[src/rtl/ma_frame_ctrl.sv]
// Frame controller: streams one frame of samples from RAM into a moving-average datapath
// and queues the averaged results in a small output FIFO.
// Results leave through a valid/ready stream; RAM reads stall while the FIFO plus reads in flight would overflow.

// Generic synchronous FIFO with valid/ready on both sides.
// Latency: one cycle from push to head; head data is combinational from storage.
// Backpressure: in_rdy drops when full; the head is held while out_rdy is low.
module ma_fifo #(
    parameter int W     = 48,
    parameter int DEPTH = 4
) (
    input  logic                       clk,
    input  logic                       rst,
    input  logic                       in_vld,
    input  logic [W-1:0]               in_dat,
    output logic                       in_rdy,
    output logic                       out_vld,
    output logic [W-1:0]               out_dat,
    input  logic                       out_rdy,
    output logic [$clog2(DEPTH+1)-1:0] count
);
    localparam int PTR_W = (DEPTH > 1) ? $clog2(DEPTH) : 1;
    localparam int CNT_W = $clog2(DEPTH + 1);

    logic [W-1:0]     mem_q [DEPTH];
    logic [PTR_W-1:0] wr_ptr_q, wr_ptr_d;
    logic [PTR_W-1:0] rd_ptr_q, rd_ptr_d;
    logic [CNT_W-1:0] cnt_q, cnt_d;
    logic             push, pop;

    assign in_rdy  = (cnt_q != CNT_W'(DEPTH));
    assign out_vld = (cnt_q != '0);
    assign out_dat = mem_q[rd_ptr_q];
    assign count   = cnt_q;
    assign push    = in_vld && in_rdy;
    assign pop     = out_vld && out_rdy;

    always_comb begin
        wr_ptr_d = wr_ptr_q;
        rd_ptr_d = rd_ptr_q;
        cnt_d    = cnt_q;
        if (push) wr_ptr_d = (wr_ptr_q == PTR_W'(DEPTH - 1)) ? '0 : wr_ptr_q + 1'b1;
        if (pop)  rd_ptr_d = (rd_ptr_q == PTR_W'(DEPTH - 1)) ? '0 : rd_ptr_q + 1'b1;
        case ({push, pop})
            2'b10:   cnt_d = cnt_q + 1'b1;
            2'b01:   cnt_d = cnt_q - 1'b1;
            default: cnt_d = cnt_q;
        endcase
    end

    always_ff @(posedge clk) begin
        if (rst) begin
            wr_ptr_q <= '0;
            rd_ptr_q <= '0;
            cnt_q    <= '0;
        end else begin
            wr_ptr_q <= wr_ptr_d;
            rd_ptr_q <= rd_ptr_d;
            cnt_q    <= cnt_d;
        end
    end

    always_ff @(posedge clk) begin
        if (push) mem_q[wr_ptr_q] <= in_dat;
    end
endmodule

// Frame sequencer: IDLE -> CLEAR -> RUN -> DRAIN -> DONE, one RAM read per cycle while there is room.
// Latency: sample to datapath one cycle after its read, result pushed one cycle after that.
// Backpressure: reads stop while fifo_count + inflight reaches FIFO_DEPTH; the stream holds its head.
module ma_frame_ctrl #(
    parameter int FRAME_LEN  = 256,
    parameter int BURST_SIZE = 16,
    parameter int ADDR_W     = 10,
    parameter int FIFO_DEPTH = 4
) (
    input  logic              iclk,
    input  logic              irst,
    input  logic              istart,
    input  logic [ADDR_W-1:0] ibase,
    output logic              obusy,
    output logic              odone,
    output logic              oram_ren,
    output logic [ADDR_W-1:0] oram_addr,
    input  logic [15:0]       iram_rdata,
    output logic              oma_clr,
    output logic              oma_valid,
    output logic [15:0]       oma_data,
    output logic [31:0]       oma_idx,
    input  logic              ima_valid,
    input  logic [15:0]       ima_data,
    input  logic [31:0]       ima_idx,
    output logic              ovalid,
    output logic [15:0]       odata,
    output logic [31:0]       oidx,
    input  logic              iready
);
    localparam int OFF_W = (FRAME_LEN > 1) ? $clog2(FRAME_LEN) : 1;
    localparam int CNT_W = $clog2(FIFO_DEPTH + 1);
    localparam logic [OFF_W-1:0] LAST_OFF = OFF_W'(FRAME_LEN - 1);

    if (BURST_SIZE > FRAME_LEN || (FRAME_LEN & (FRAME_LEN - 1)) != 0) begin : g_bad_params
        $error("ma_frame_ctrl: FRAME_LEN must be a power of 2 no smaller than BURST_SIZE");
    end

    typedef enum logic [2:0] {S_IDLE, S_CLEAR, S_RUN, S_DRAIN, S_DONE} state_t;

    state_t            state_q, state_d;
    logic [ADDR_W-1:0] base_q, base_d;
    logic [OFF_W-1:0]  offset_q, offset_d;
    logic [OFF_W-1:0]  idx_q, idx_d;
    logic [1:0]        inflight_q, inflight_d;
    logic              mav_q, mav_d;
    logic              pend_q, pend_d;
    logic              obusy_q, obusy_d;
    logic              odone_q, odone_d;

    logic [CNT_W-1:0]  fifo_cnt;
    logic              fifo_in_rdy;
    logic              fifo_push;
    logic [47:0]       fifo_head;
    logic              room;
    logic              issue;

    // Reads already issued will each land in the FIFO, so they are counted as occupied space.
    assign room  = (32'(fifo_cnt) + 32'(inflight_q)) < FIFO_DEPTH;
    assign issue = (state_q == S_RUN) && room && !irst;

    always_comb begin
        state_d  = state_q;
        base_d   = base_q;
        offset_d = offset_q;
        case (state_q)
            S_IDLE: begin
                if (istart) begin
                    base_d   = ibase;
                    offset_d = '0;
                    state_d  = S_CLEAR;
                end
            end
            S_CLEAR: state_d = S_RUN;
            S_RUN: begin
                if (issue) begin
                    offset_d = offset_q + 1'b1;
                    if (offset_q == LAST_OFF) state_d = S_DRAIN;
                end
            end
            S_DRAIN: begin
                if (inflight_q == 2'd0) state_d = S_DONE;
            end
            S_DONE:  state_d = S_IDLE;
            default: state_d = S_IDLE;
        endcase

        mav_d  = issue;
        pend_d = mav_q;
        idx_d  = issue ? offset_q : idx_q;
        case ({issue, pend_q})
            2'b10:   inflight_d = inflight_q + 2'd1;
            2'b01:   inflight_d = inflight_q - 2'd1;
            default: inflight_d = inflight_q;
        endcase

        obusy_d = (state_d != S_IDLE);
        odone_d = (state_d == S_DONE);
    end

    always_ff @(posedge iclk) begin
        if (irst) begin
            state_q    <= S_IDLE;
            base_q     <= '0;
            offset_q   <= '0;
            idx_q      <= '0;
            inflight_q <= '0;
            mav_q      <= 1'b0;
            pend_q     <= 1'b0;
            obusy_q    <= 1'b0;
            odone_q    <= 1'b0;
        end else begin
            state_q    <= state_d;
            base_q     <= base_d;
            offset_q   <= offset_d;
            idx_q      <= idx_d;
            inflight_q <= inflight_d;
            mav_q      <= mav_d;
            pend_q     <= pend_d;
            obusy_q    <= obusy_d;
            odone_q    <= odone_d;
        end
    end

    // The pipeline slot is released when pend_q retires, whether or not the datapath produced a result.
    assign fifo_push = pend_q && ima_valid && fifo_in_rdy;

    ma_fifo #(
        .W     (48),
        .DEPTH (FIFO_DEPTH)
    ) u_fifo (
        .clk     (iclk),
        .rst     (irst),
        .in_vld  (fifo_push),
        .in_dat  ({ima_data, ima_idx}),
        .in_rdy  (fifo_in_rdy),
        .out_vld (ovalid),
        .out_dat (fifo_head),
        .out_rdy (iready),
        .count   (fifo_cnt)
    );

    assign obusy     = obusy_q;
    assign odone     = odone_q;
    assign oram_ren  = issue;
    assign oram_addr = issue ? (base_q + ADDR_W'(offset_q)) : '0;
    assign oma_clr   = irst || (state_q == S_CLEAR);
    assign oma_valid = mav_q;
    assign oma_data  = mav_q ? iram_rdata : 16'd0;
    assign oma_idx   = 32'(idx_q);
    assign odata     = ovalid ? fifo_head[47:32] : 16'd0;
    assign oidx      = ovalid ? fifo_head[31:0]  : 32'd0;
endmodule

[config.mk]
export PLATFORM = sky130hd
export DESIGN_NAME = ma_frame_ctrl
export DESIGN_NICKNAME = d
export VERILOG_FILES = /design/src/rtl/ma_frame_ctrl.sv
export SDC_FILE = /design/constraint.sdc
export NUM_CORES = 1
export LEC_CHECK = 0
export CORE_UTILIZATION = 54
export CTS_BUF_LIST = sky130_fd_sc_hd__clkbuf_8
export CTS_CLUSTER_SIZE = 25
export DETAILED_ROUTE_END_ITERATION = 16
export GPL_TIMING_DRIVEN = 0
export MAX_ROUTING_LAYER = met4
export PLACE_DENSITY_LB_ADDON = 0.2
export SKIP_LAST_GASP = 1
export SLEW_MARGIN = 25
export SYNTH_ARGS = -nofsm -noshare
export SYNTH_HDL_FRONTEND = slang
export SYNTH_SLANG_ARGS = --single-unit
[constraint.sdc]
create_clock -name iclk -period 3.3 [get_ports iclk]
set_clock_uncertainty 0.15 [all_clocks]
set_input_delay 0.66 -clock iclk [delete_from_list [all_inputs] [get_ports iclk]]
set_output_delay 0.66 -clock iclk [all_outputs]
set_load 0.005 [all_outputs]
==> results.md, run 1 <==
- Delay of the slowest critical-path stage: between 0.3 and 0.4 ns
- Mapped Cells: between 600 and 700
- CTS Buf Count: 38
- Worst EP arrival: between 2 and 2.5 ns
- Period utilisation layout: between 90 and 100%
- Post-Syn Area: between 9000 and 10000 µm²
- Critical path required time: approximately 2.5 ns
- First-pass GRT wire length: approximately 31000 µm
- CTS Sinks: 236
- Share of cells above drive strength 1: ~22%
- Final net count: between 900 and 1000
- Port-buffer cells: 165
- Seq pwr share: 54.9%
- Async SR Flop Fraction: 0%
- Final setup fails: 0
- Die height: roughly 140 µm
- Largest net degree at the start of global routing: 35
- HPWL after DPL: 13180 µm
- Die extent in x: approximately 140 µm
- Slew @ Worst Pin: a little over 0.9 ns
- Drt first-iter violations: ~300
- I/O pin total: around 190
- Wire per inst: about 18 µm
- Die area: around 19000 µm²
- Initial antenna violation count: 1
- Synth area leaders: edfxtp_1 59%, mux4_2 11%, dfxtp_1 9.0%, and2_1 4.5%, ha_1 2.2%
- Fmax achieved: 0.3090 GHz
- Comb pwr share: ~6.7%
- Leak: around 4.5 nW
- Clock Tree Root: clkbuf_8
- Power per Cell Area: about 470 nW/µm²
- Status: finished clean
- Initial Utilization: ~56%
- Post-synth top area cell: edfxtp_1
- Hold Crit Class: in2reg
- Worst vdd ir: ~0.24 mV
- Seq cells post-synth: 236
- Warnings, synthesis: 0
- Layout Utilization: 72.95%
- Crit path time final: around 3.2 ns
- Top post-synthesis cells by count: 192 x edfxtp_1, 70 x and2_1, 48 x mux4_2
- DR pass1 iterations: 5
- Setup ws final: ~0.064 ns
- Vias per inst: roughly 5.4
- Clock power frac: around two fifths
- Total global-route track usage: a little under a quarter
- Syn avg cell area: 16.01 µm²
- Post-synth EDFFs: 192
- Vias in the first global route: roughly 6100
- H-tree levels: 2
- Row cnt: 48
- Switching Share: a little over a fifth
- RSZ-0062 raised after global routing: true
- DRT antenna net count: 0
- Post-synth top area share: 58.93%
- CP bufs+invs: 1
- Cell count of the worst hold path: 2
- CTS tree: yes
- Yosys cell types: 51
- Crit-path max FO: 3
- Sw power: approximately 0.0013 W
- CP endpoint kind: output pin
- WP depth: 7
- Seq/Total Area, Yosys: 67.93%
- Pre-CTS setup slack: -0.1477 ns
- Gpl congestion: approximately 0.85
- Synth-to-layout area growth: 30.31%
- Fillers: 1163
- CP Launch Type: flip-flop
- Core ar.: between 15000 and 20000 µm²
- GR Overflow Total: 0
- Final Slew Violations: 0
- Relative slew slack: 37.66%
- Crit-path leading delay family: compound AO/OA/AOI/OAI gates
- DRC Markers: 0
- Worst Reg-to-Reg Cells: 8
- Clk_lat worst skew: approximately 0.53 ns
- Setup TNS Final: 0 ns
- Slowest-stage cell, CP: dfxtp_1
- Int Pwr: between 0.004 and 0.005 W
- Dominant synthesized flop cell: edfxtp_1
- Final Hold Fails: 0
- Final WL: 19910 µm
- CTS clk-pin slew, worst paths: roughly 0.07 ns
- Top-count cell post-synth: edfxtp_1
- Clock buffer depth: 3
- DR vias: about 6000
- Crit path kind: reg2out
- CP cell instances: ha_1 -> a211oi_2 -> o21bai_2 -> a221oi_2 -> xor2_1 -> nor2_1 -> clkdlybuf4s15_2
- Max_cap viols: 0
[cells in the final DEF (no fill, tap or decap), drive strengths merged, types with 3 or more instances in the layout]
cell,n
nand4,5
ha,17
conb,24
clkinv,13
dfxtp,44
or3,6
and2,70
a211oi,4
buf,50
nor3b,4
clkbuf,62
inv,22
a21oi,28
nand2,46
xor2,14
nor2,28
xnor2,3
clkdlybuf4s50,154
mux4,48
a21o,5
o21ai,6
edfxtp,192
nor3,7
[stage by stage]
stage | instances | power (W) | cell area [µm²] | hold WS, ns
4_1_cts | 1104 | 0.005991 | 12740 | 0.1568
6_report | 1106 | 0.005930 | 12750 | 0.1942
3_3_place_gp | 1024 | 0.003686 | 11800 | 0.2999
3_5_place_dp | 1028 | 0.003700 | 11890 | 0.3040
2_1_floorplan | 634 | 0.003487 | 9871 | 0.2906
5_1_grt | 1106 | 0.006140 | 12750 | 0.1757
[cells by family (layout without fill, tap and decap cells)]
group	count (synthesis)	after routing	share of synthesized area (%)
AOI/OAI and AO/OA	51	51	3.031
xor gates and xnor gates	17	17	1.522
adders and majority gates	19	19	2.583
buffers and inverters	59	305	3.759
DFF	236	236	67.93
muxes	49	49	11.15
other	1	25	0.03833
and+or+nand+nor	179	179	9.987
[area by class of cell]
cell class              count  area, µm²  share of cell area, %
inverters                   9      38.79                 0.3042
multi-input cells         339       2910                  22.83
clock buffers              43      591.8                  4.642
well taps                 225      281.5                  2.208
clock inverters            26      108.9                 0.8538
plain buffers              50      399.1                  3.131
diodes                      1      2.502                0.01963
repair buffers            177       1755                  13.77
flip-flops and latches    236       6661                  52.25
[flip-flops by register name (all words and copies together), names as in the netlist, named ones only]
| register | cells |
|---|---|
| inflight_q | 2 |
| u_fifo.rd_ptr_q | 2 |
| base_q | 10 |
| obusy | 1 |
| offset_q | 8 |
| u_fifo.count | 3 |
| pend_q | 1 |
| state_q | 3 |
| idx_q | 8 |
| odone | 1 |
| u_fifo.mem_q | 192 |
| oma_valid | 1 |
| u_fifo.wr_ptr_q | 2 |
[final timing paths]
check,to,slack [ns],from
worst min register to register,base_q[5],0.31,base_q[5]
worst max register to register,inflight_q[1],0.67,state_q[2]
worst min-delay path,pend_q,0.19,irst
worst max-delay path,oram_addr[7],0.06,base_q[1]
[power by group through the flow]
stage                     registers, W  clock network [W]  logic, W
final                          0.00325            0.00228  0.000396
after global placement         0.00332                  0  0.000371
after global routing           0.00325            0.00245  0.000432
after floorplan                0.00331                  0  0.000173
after detailed placement       0.00332                  0  0.000383
after CTS                      0.00325            0.00234  0.000395
[timing repair]
item	in CTS	in global routing
gates resized for setup	59	19
setup buffers	7	1
pin swaps	6	9
gates cloned	0	0
setup endpoints to repair	46	34
hold buffers	0	0
[metal layers]
| layer | share of wire [%] | track usage, % | vias up |
|---|---|---|---|
| li1 | - | - | 2740 |
| met1 | 40 | 27.85 | 2924 |
| met2 | 52 | 37.99 | 227 |
| met3 | 6.6 | 4.704 | 33 |
| met4 | 1.9 | 7.099 | 0 |
| met5 | 0 | - | - |
Note: power is estimated with default switching activity, not from simulation.
==> run 2: changes to the inputs <==
--- a/config.mk
+++ b/config.mk
@@ -12,8 +12,7 @@
 export GPL_TIMING_DRIVEN = 0
 export MAX_ROUTING_LAYER = met4
 export PLACE_DENSITY_LB_ADDON = 0.2
-export SKIP_LAST_GASP = 1
-export SLEW_MARGIN = 25
+export SLEW_MARGIN = 20
 export SYNTH_ARGS = -nofsm -noshare
 export SYNTH_HDL_FRONTEND = slang
 export SYNTH_SLANG_ARGS = --single-unit
==> run 2 against run 1 <==
Compared with the run above:
- sequential share of layout area decreased by 0.072 points
- utilization increased by 0.11 points
- routed wire length increased by 0.23%
- sequential cell count unchanged
- die area unchanged
- register-to-register slack about the same
- total power about the same
- maximum frequency increased by 0.83%
- design area increased by 0.16%
- critical path depth unchanged
- count of clock-buffer cells in the layout unchanged
- critical endpoint unchanged
==> results.md, run 2 (same netlist as run 1, synthesis figures left out) <==
- CTS clk-pin slew, worst paths: 0.07 ns (about the same)
- R2R setup slack: 0.68 ns (was 0.67 ns)
- Synth-to-layout area growth: 30.51% (was 30.31%)
- Die area: 18660 µm² (unchanged)
- Biggest regs: u_fifo.mem_q (192), base_q (10) (unchanged)
- Largest net degree at the start of global routing: 35 (unchanged)
- Final Slew Violations: 0 (unchanged)
- CTS Sinks: 236 (unchanged)
- Critical path required time: 2.49 ns (about the same)
- WHS: 0.1947 ns (was 0.1942 ns)
- Core ar.: 17480 µm² (unchanged)
- Met2 Use GR: 37.99% (unchanged)
- Die extent in x: 136.6 µm (unchanged)
- Final net count: 949 (unchanged)
- Hold path startpoint: irst (unchanged)
- DR pass1 iterations: 5 (unchanged)
- Vias in the first global route: 6074 (unchanged)
- Commonest cells after routing, fill and taps aside: 192 x edfxtp_1, 154 x clkdlybuf4s50_1, 66 x and2_1 (unchanged)
- Reg2Reg Launch Point: inflight_q[1] (was state_q[2])
- Clock buffer depth: 3 (unchanged)
- GR Overflow Total: 0 (unchanged)
- Layout Utilization: 73.07% (was 72.95%)
- Max reg flops: 192 (unchanged)
- Max_cap viols: 0 (unchanged)
- HPWL after DPL: 13180 µm (unchanged)
- Commonest non-fill, non-tap cell in the layout: edfxtp_1 (unchanged)
- Crit path time final: 3.209 ns (was 3.236 ns)
- Die height: 136.6 µm (unchanged)
- Wire per inst: 18.04 µm (was 18.00 µm)
- Drt first-iter violations: 311 (was 296)
- Relative slew slack: 37.49% (was 37.66%)
- CP endpoint kind: output pin (unchanged)
- Hold Crit Class: in2reg (unchanged)
- DRT antenna net count: 0 (unchanged)
- CTS Buf Count: 38 (unchanged)
- Final setup fails: 0 (unchanged)
- Status: finished clean (unchanged)
- Power per Cell Area: 464.8 nW/µm² (was 465.1 nW/µm²)
- Share of cells above drive strength 1: 22.39% (was 21.93%)
- Clock Tree Root: clkbuf_8 (unchanged)
- Period utilisation layout: 97.26% (was 98.07%)
- GRT busiest layer: met2 (unchanged)
- Vias per inst: 5.341 (was 5.356)
- Fillers: 1160 (was 1163)
- Leak: 4.490 nW (was 4.493 nW)
- Final Hold Fails: 0 (unchanged)
- Initial antenna violation count: 1 (unchanged)
- WHS Endpoint: pend_q (unchanged)
- Crit-path max FO: 10 (was 3)
- Worst EP arrival: 2.40 ns (was 2.43 ns)
- Slew @ Worst Pin: 0.9351 ns (was 0.9326 ns)
- Biggest register: u_fifo.mem_q (unchanged)
- H-tree levels: 2 (unchanged)
- Final instance area: 12770 µm² (was 12750 µm²)
- Cell count of the worst hold path: 2 (unchanged)
- Crit path kind: reg2out (unchanged)
- R2r endpoint: inflight_q[1] (unchanged)
- Fmax achieved: 0.3116 GHz (was 0.3090 GHz)
- Final WL: 19960 µm (was 19910 µm)
- Row cnt: 48 (unchanged)
- CTS tree: yes (unchanged)
- First-pass GRT wire length: 30820 µm (unchanged)
- Total global-route track usage: 22.73% (unchanged)
- Reg area: 6663 µm² (was 6661 µm²)
- CP Launch Type: flip-flop (unchanged)
- Worst vdd ir: 0.2441 mV (was 0.2443 mV)
- Worst Reg-to-Reg Cells: 8 (unchanged)
- Gpl congestion: 0.8540 (unchanged)
- Port-buffer cells: 165 (unchanged)
- Met3 usage: 4.704% (unchanged)
- Multi-input gate area: 2929 µm² (was 2910 µm²)
- DR vias: 5907 (was 5924)
- Clk_lat worst skew: 0.53 ns (about the same)
- DRC Markers: 0 (unchanged)
- Post-Place Cell Area: 11890 µm² (unchanged)
- Initial Utilization: 55.99% (unchanged)
- Met1 Usage GRT: 27.85% (unchanged)
- I/O pin total: 191 (unchanged)
## run 2: per-layer routing
layer  up-vias  part of all wire (%)  routed length, µm
li1       2742                     -                  -
met1      2927                    40               7989
met2       207                    52              10300
met3        31                   6.4               1277
met4         0                   1.9                389
met5         -                     0                  0
## run 2: final cells by class
type	count	area share (%)
Sequential cell	236	52.18
Multi-Input combinational cell	339	22.94
Timing Repair Buffer	177	13.75
Clock buffer	43	4.635
Buffer	50	3.126
Tap cell	225	2.205
Clock inverter	26	0.8524
Inverter	9	0.3037
Antenna cell	1	0.01960
## run 2: timing repair
item | 4_1_cts | 5_1_grt
gates resized for setup | 62 | 19
setup endpoints to repair | 46 | 17
buffers inserted | 7 | 1
hold buffers | 0 | 0
pin swaps | 6 | 11
## run 2: power by group
group	total [W]	internal [W]	switching [W]
Combinational	0.000398	0.000233	0.000164
Clock	0.00228	0.00119	0.00109
Sequential	0.00325	0.00324	0.0000180
## run 2: worst max path at each step
stage	startpoint	endpoint	slack, ns	cells past startpoint
2_1_floorplan	irst	inflight_q[1]	0.43	8
3_3_place_gp	ima_valid	u_fifo.mem_q[1][19]	-0.95	4
3_5_place_dp	irst	oram_addr[3]	-0.15	7
4_1_cts	inflight_q[1]	oram_addr[9]	0.006	7
5_1_grt	u_fifo.count[1]	oram_addr[0]	-0.002	7
6_report	inflight_q[1]	oram_addr[7]	0.09	7
## run 2: metrics by stage
step	setup slack, ns	TNS (ns)	total power (W)	cells
final	0.09051	0	0.005936	1106
after global routing	-0.001832	-0.001832	0.006143	1106
after CTS	0.005719	0	0.005991	1104
after detailed placement	-0.1477	-0.6663	0.003700	1028
after global placement	-0.9503	-181.79	0.003686	1024
after floorplan	0.4294	0	0.003487	634
## run 2: critical path: stages (launching register included)
cell and delay [ns]:
dfxtp_2 0.33, ha_1 0.20, or3_4 0.36, or3_4 0.41, buf_8 0.14, buf_8 0.14, nor2_2 0.09, clkdlybuf4s15_2 0.20
==> run 3: changes to the inputs <==
--- a/config.mk
+++ b/config.mk
@@ -5,7 +5,7 @@
 export SDC_FILE = /design/constraint.sdc
 export NUM_CORES = 1
 export LEC_CHECK = 0
-export CORE_UTILIZATION = 54
+export CORE_UTILIZATION = 35
 export CTS_BUF_LIST = sky130_fd_sc_hd__clkbuf_8
 export CTS_CLUSTER_SIZE = 25
 export DETAILED_ROUTE_END_ITERATION = 16
==> run 3 against run 2 <==
Compared with the run above:
- sequential share of layout area shrank 1.1 points
- die area increased by 53%
- first-iteration DRC count down 17%
- hold slack better by 0.016 ns
- register-to-register slack gained 0.08 ns
- routed wire length is 3.0% higher
- maximum frequency grew 1.3%
- sequential cell count stayed put
- count of clock-buffer cells in the layout decreased by 1
- critical path depth unchanged
- critical endpoint is now oram_addr[1]
==> results.md, run 3 (same netlist as run 1, synthesis figures left out) <==
- Final Hold Fails: 0 (unchanged)
- Layout Utilization: 48.03% (was 73.07%)
- Biggest regs: u_fifo.mem_q (192), base_q (10) (unchanged)
- Worst vdd ir: 0.2244 mV (was 0.2441 mV)
- Max reg flops: 192 (unchanged)
- Final net count: 950 (was 949)
- Initial Utilization: 36.00% (was 55.99%)
- Drt first-iter violations: 257 (was 311)
- Biggest register: u_fifo.mem_q (unchanged)
- Total global-route track usage: 15.07% (was 22.73%)
- HPWL after DPL: 13130 µm (was 13180 µm)
- Wire per inst: 16.38 µm (was 18.04 µm)
- Final instance area: 13050 µm² (was 12770 µm²)
- Commonest non-fill, non-tap cell in the layout: edfxtp_1 (unchanged)
- Period utilisation layout: 95.99% (was 97.26%)
- GR Overflow Total: 0 (unchanged)
- Clk_lat worst skew: 0.53 ns (about the same)
- Leak: 4.512 nW (was 4.490 nW)
- CTS Buf Count: 42 (was 38)
- Die extent in x: 169.2 µm (was 136.6 µm)
- Fmax achieved: 0.3157 GHz (was 0.3116 GHz)
- Core ar.: 27180 µm² (was 17480 µm²)
- Die area: 28630 µm² (was 18660 µm²)
- Die height: 169.2 µm (was 136.6 µm)
- Hold Crit Class: in2reg (unchanged)
- Crit-path max FO: 11 (was 10)
- Max_cap viols: 0 (unchanged)
- Final WL: 20560 µm (was 19960 µm)
- Critical path required time: 2.49 ns (about the same)
- Power per Cell Area: 464.8 nW/µm² (about the same)
- DRT antenna net count: 0 (unchanged)
- DRC Markers: 0 (unchanged)
- Final setup fails: 0 (unchanged)
- Share of cells above drive strength 1: 22.47% (was 22.39%)
- Commonest cells after routing, fill and taps aside: 192 x edfxtp_1, 154 x clkdlybuf4s50_1, 65 x and2_1 (was 192 x edfxtp_1, 154 x clkdlybuf4s50_1, 66 x and2_1)
- Final Slew Violations: 0 (unchanged)
- DR vias: 5735 (was 5907)
- Relative slew slack: 36.50% (was 37.49%)
- Synth-to-layout area growth: 33.41% (was 30.51%)
- H-tree levels: 2 (unchanged)
- Largest net degree at the start of global routing: 42 (was 35)
- Port-buffer cells: 165 (unchanged)
- Worst EP arrival: 2.36 ns (was 2.40 ns)
- CTS tree: yes (unchanged)
- Vias per inst: 4.570 (was 5.341)
- Slew @ Worst Pin: 0.9500 ns (was 0.9351 ns)
- Crit path kind: reg2out (unchanged)
- Initial antenna violation count: 2 (was 1)
- Row cnt: 60 (was 48)
- Vias in the first global route: 6056 (was 6074)
- CTS Sinks: 236 (unchanged)
- Clock Tree Root: clkbuf_8 (unchanged)
- Status: finished clean (unchanged)
- CP Launch Type: flip-flop (unchanged)
- First-pass GRT wire length: 32350 µm (was 30820 µm)
- CTS clk-pin slew, worst paths: 0.06 ns (was 0.07 ns)
- I/O pin total: 191 (unchanged)
- Hold-fix buffers, CTS: 0 (unchanged)
- Gpl congestion: 0.7575 (was 0.8540)
- Crit path time final: 3.168 ns (was 3.209 ns)
- CP endpoint kind: output pin (unchanged)
- Clock buffer depth: 3 (unchanged)
- DR pass1 iterations: 4 (was 5)
- Post-Place Cell Area: 12100 µm² (was 11890 µm²)
run 3: cell count changes in the layout (fill, tap and decap cells not counted), sizes merged:
cell	previous run	this run
bufinv	0	1
clkinv	13	17
clkdlybuf4s15	2	6
dlygate4sd2	2	1
buf	50	49
diode	1	2
clkbuf	62	56
run 3: worst paths after layout:
path / endpoint / start / cells past startpoint / slack, ns
worst max register to register: inflight_q[1] / inflight_q[1] / 7 / 0.76
worst max-delay path: oram_addr[1] / inflight_q[1] / 7 / 0.13
worst min register to register: base_q[6] / base_q[6] / 2 / 0.31
worst min-delay path: odone / irst / 2 / 0.21
run 3: per-stage QoR:
| stage | TNS (ns) | hold WS (ns) | instances | total power [W] | setup WS (ns) |
|---|---|---|---|---|---|
| finish | 0 | 0.2111 | 1255 | 0.006067 | 0.1322 |
| global route | -0.006474 | 0.1947 | 1255 | 0.006332 | -0.006474 |
| CTS | 0 | 0.1825 | 1250 | 0.006167 | 0.0002021 |
| detailed placement | -1.173 | 0.3050 | 1175 | 0.003704 | -0.1564 |
| global placement | -218.06 | 0.3011 | 1171 | 0.003703 | -1.171 |
| floorplan | 0 | 0.2906 | 634 | 0.003487 | 0.4294 |
run 3: report_power, final:
group	switching, W	leakage (nW)	internal (W)
sequential	0.0000175	2.09	0.00324
combinational	0.000165	2.01	0.000233
clock	0.00115	0.419	0.00127
run 3: layout make-up:
type	count	area, µm²
Sequential cell	236	6661
Clock buffer	42	578.1
Tap cell	372	465.4
Fill cell	2408	14120
Timing Repair Buffer	177	1817
Antenna cell	2	5.005
Buffer	47	359.1
Inverter	9	41.29
Clock inverter	31	162.7
Multi-Input combinational cell	339	2964
run 3: routing by layer:
metal | wire (µm) | vias up | track usage [%]
met5 | 0 | - | -
met4 | 421 | 0 | 4.505
met3 | 1393 | 42 | 3.801
met2 | 9938 | 211 | 24.69
met1 | 8809 | 2745 | 18.41
li1 | - | 2737 | -
run 3: worst max-delay path, cell delays in order, from the launching register on:
cell             delay [ns]
dfxtp_2                0.32
ha_1                   0.18
or3_4                  0.36
or3_4                  0.42
buf_12                 0.14
inv_8                  0.07
and2_1                 0.14
clkdlybuf4s15_2        0.20
run 3: what timing repair did:
| item | 4_1_cts | 5_1_grt |
|---|---|---|
| setup endpoints to repair | 59 | 28 |
| pin swaps | 3 | 10 |
| gates cloned | 0 | 0 |
| endpoints found under the hold margin | 0 | 0 |
| gates resized for setup | 74 | 22 |
| setup buffers | 5 | 3 |
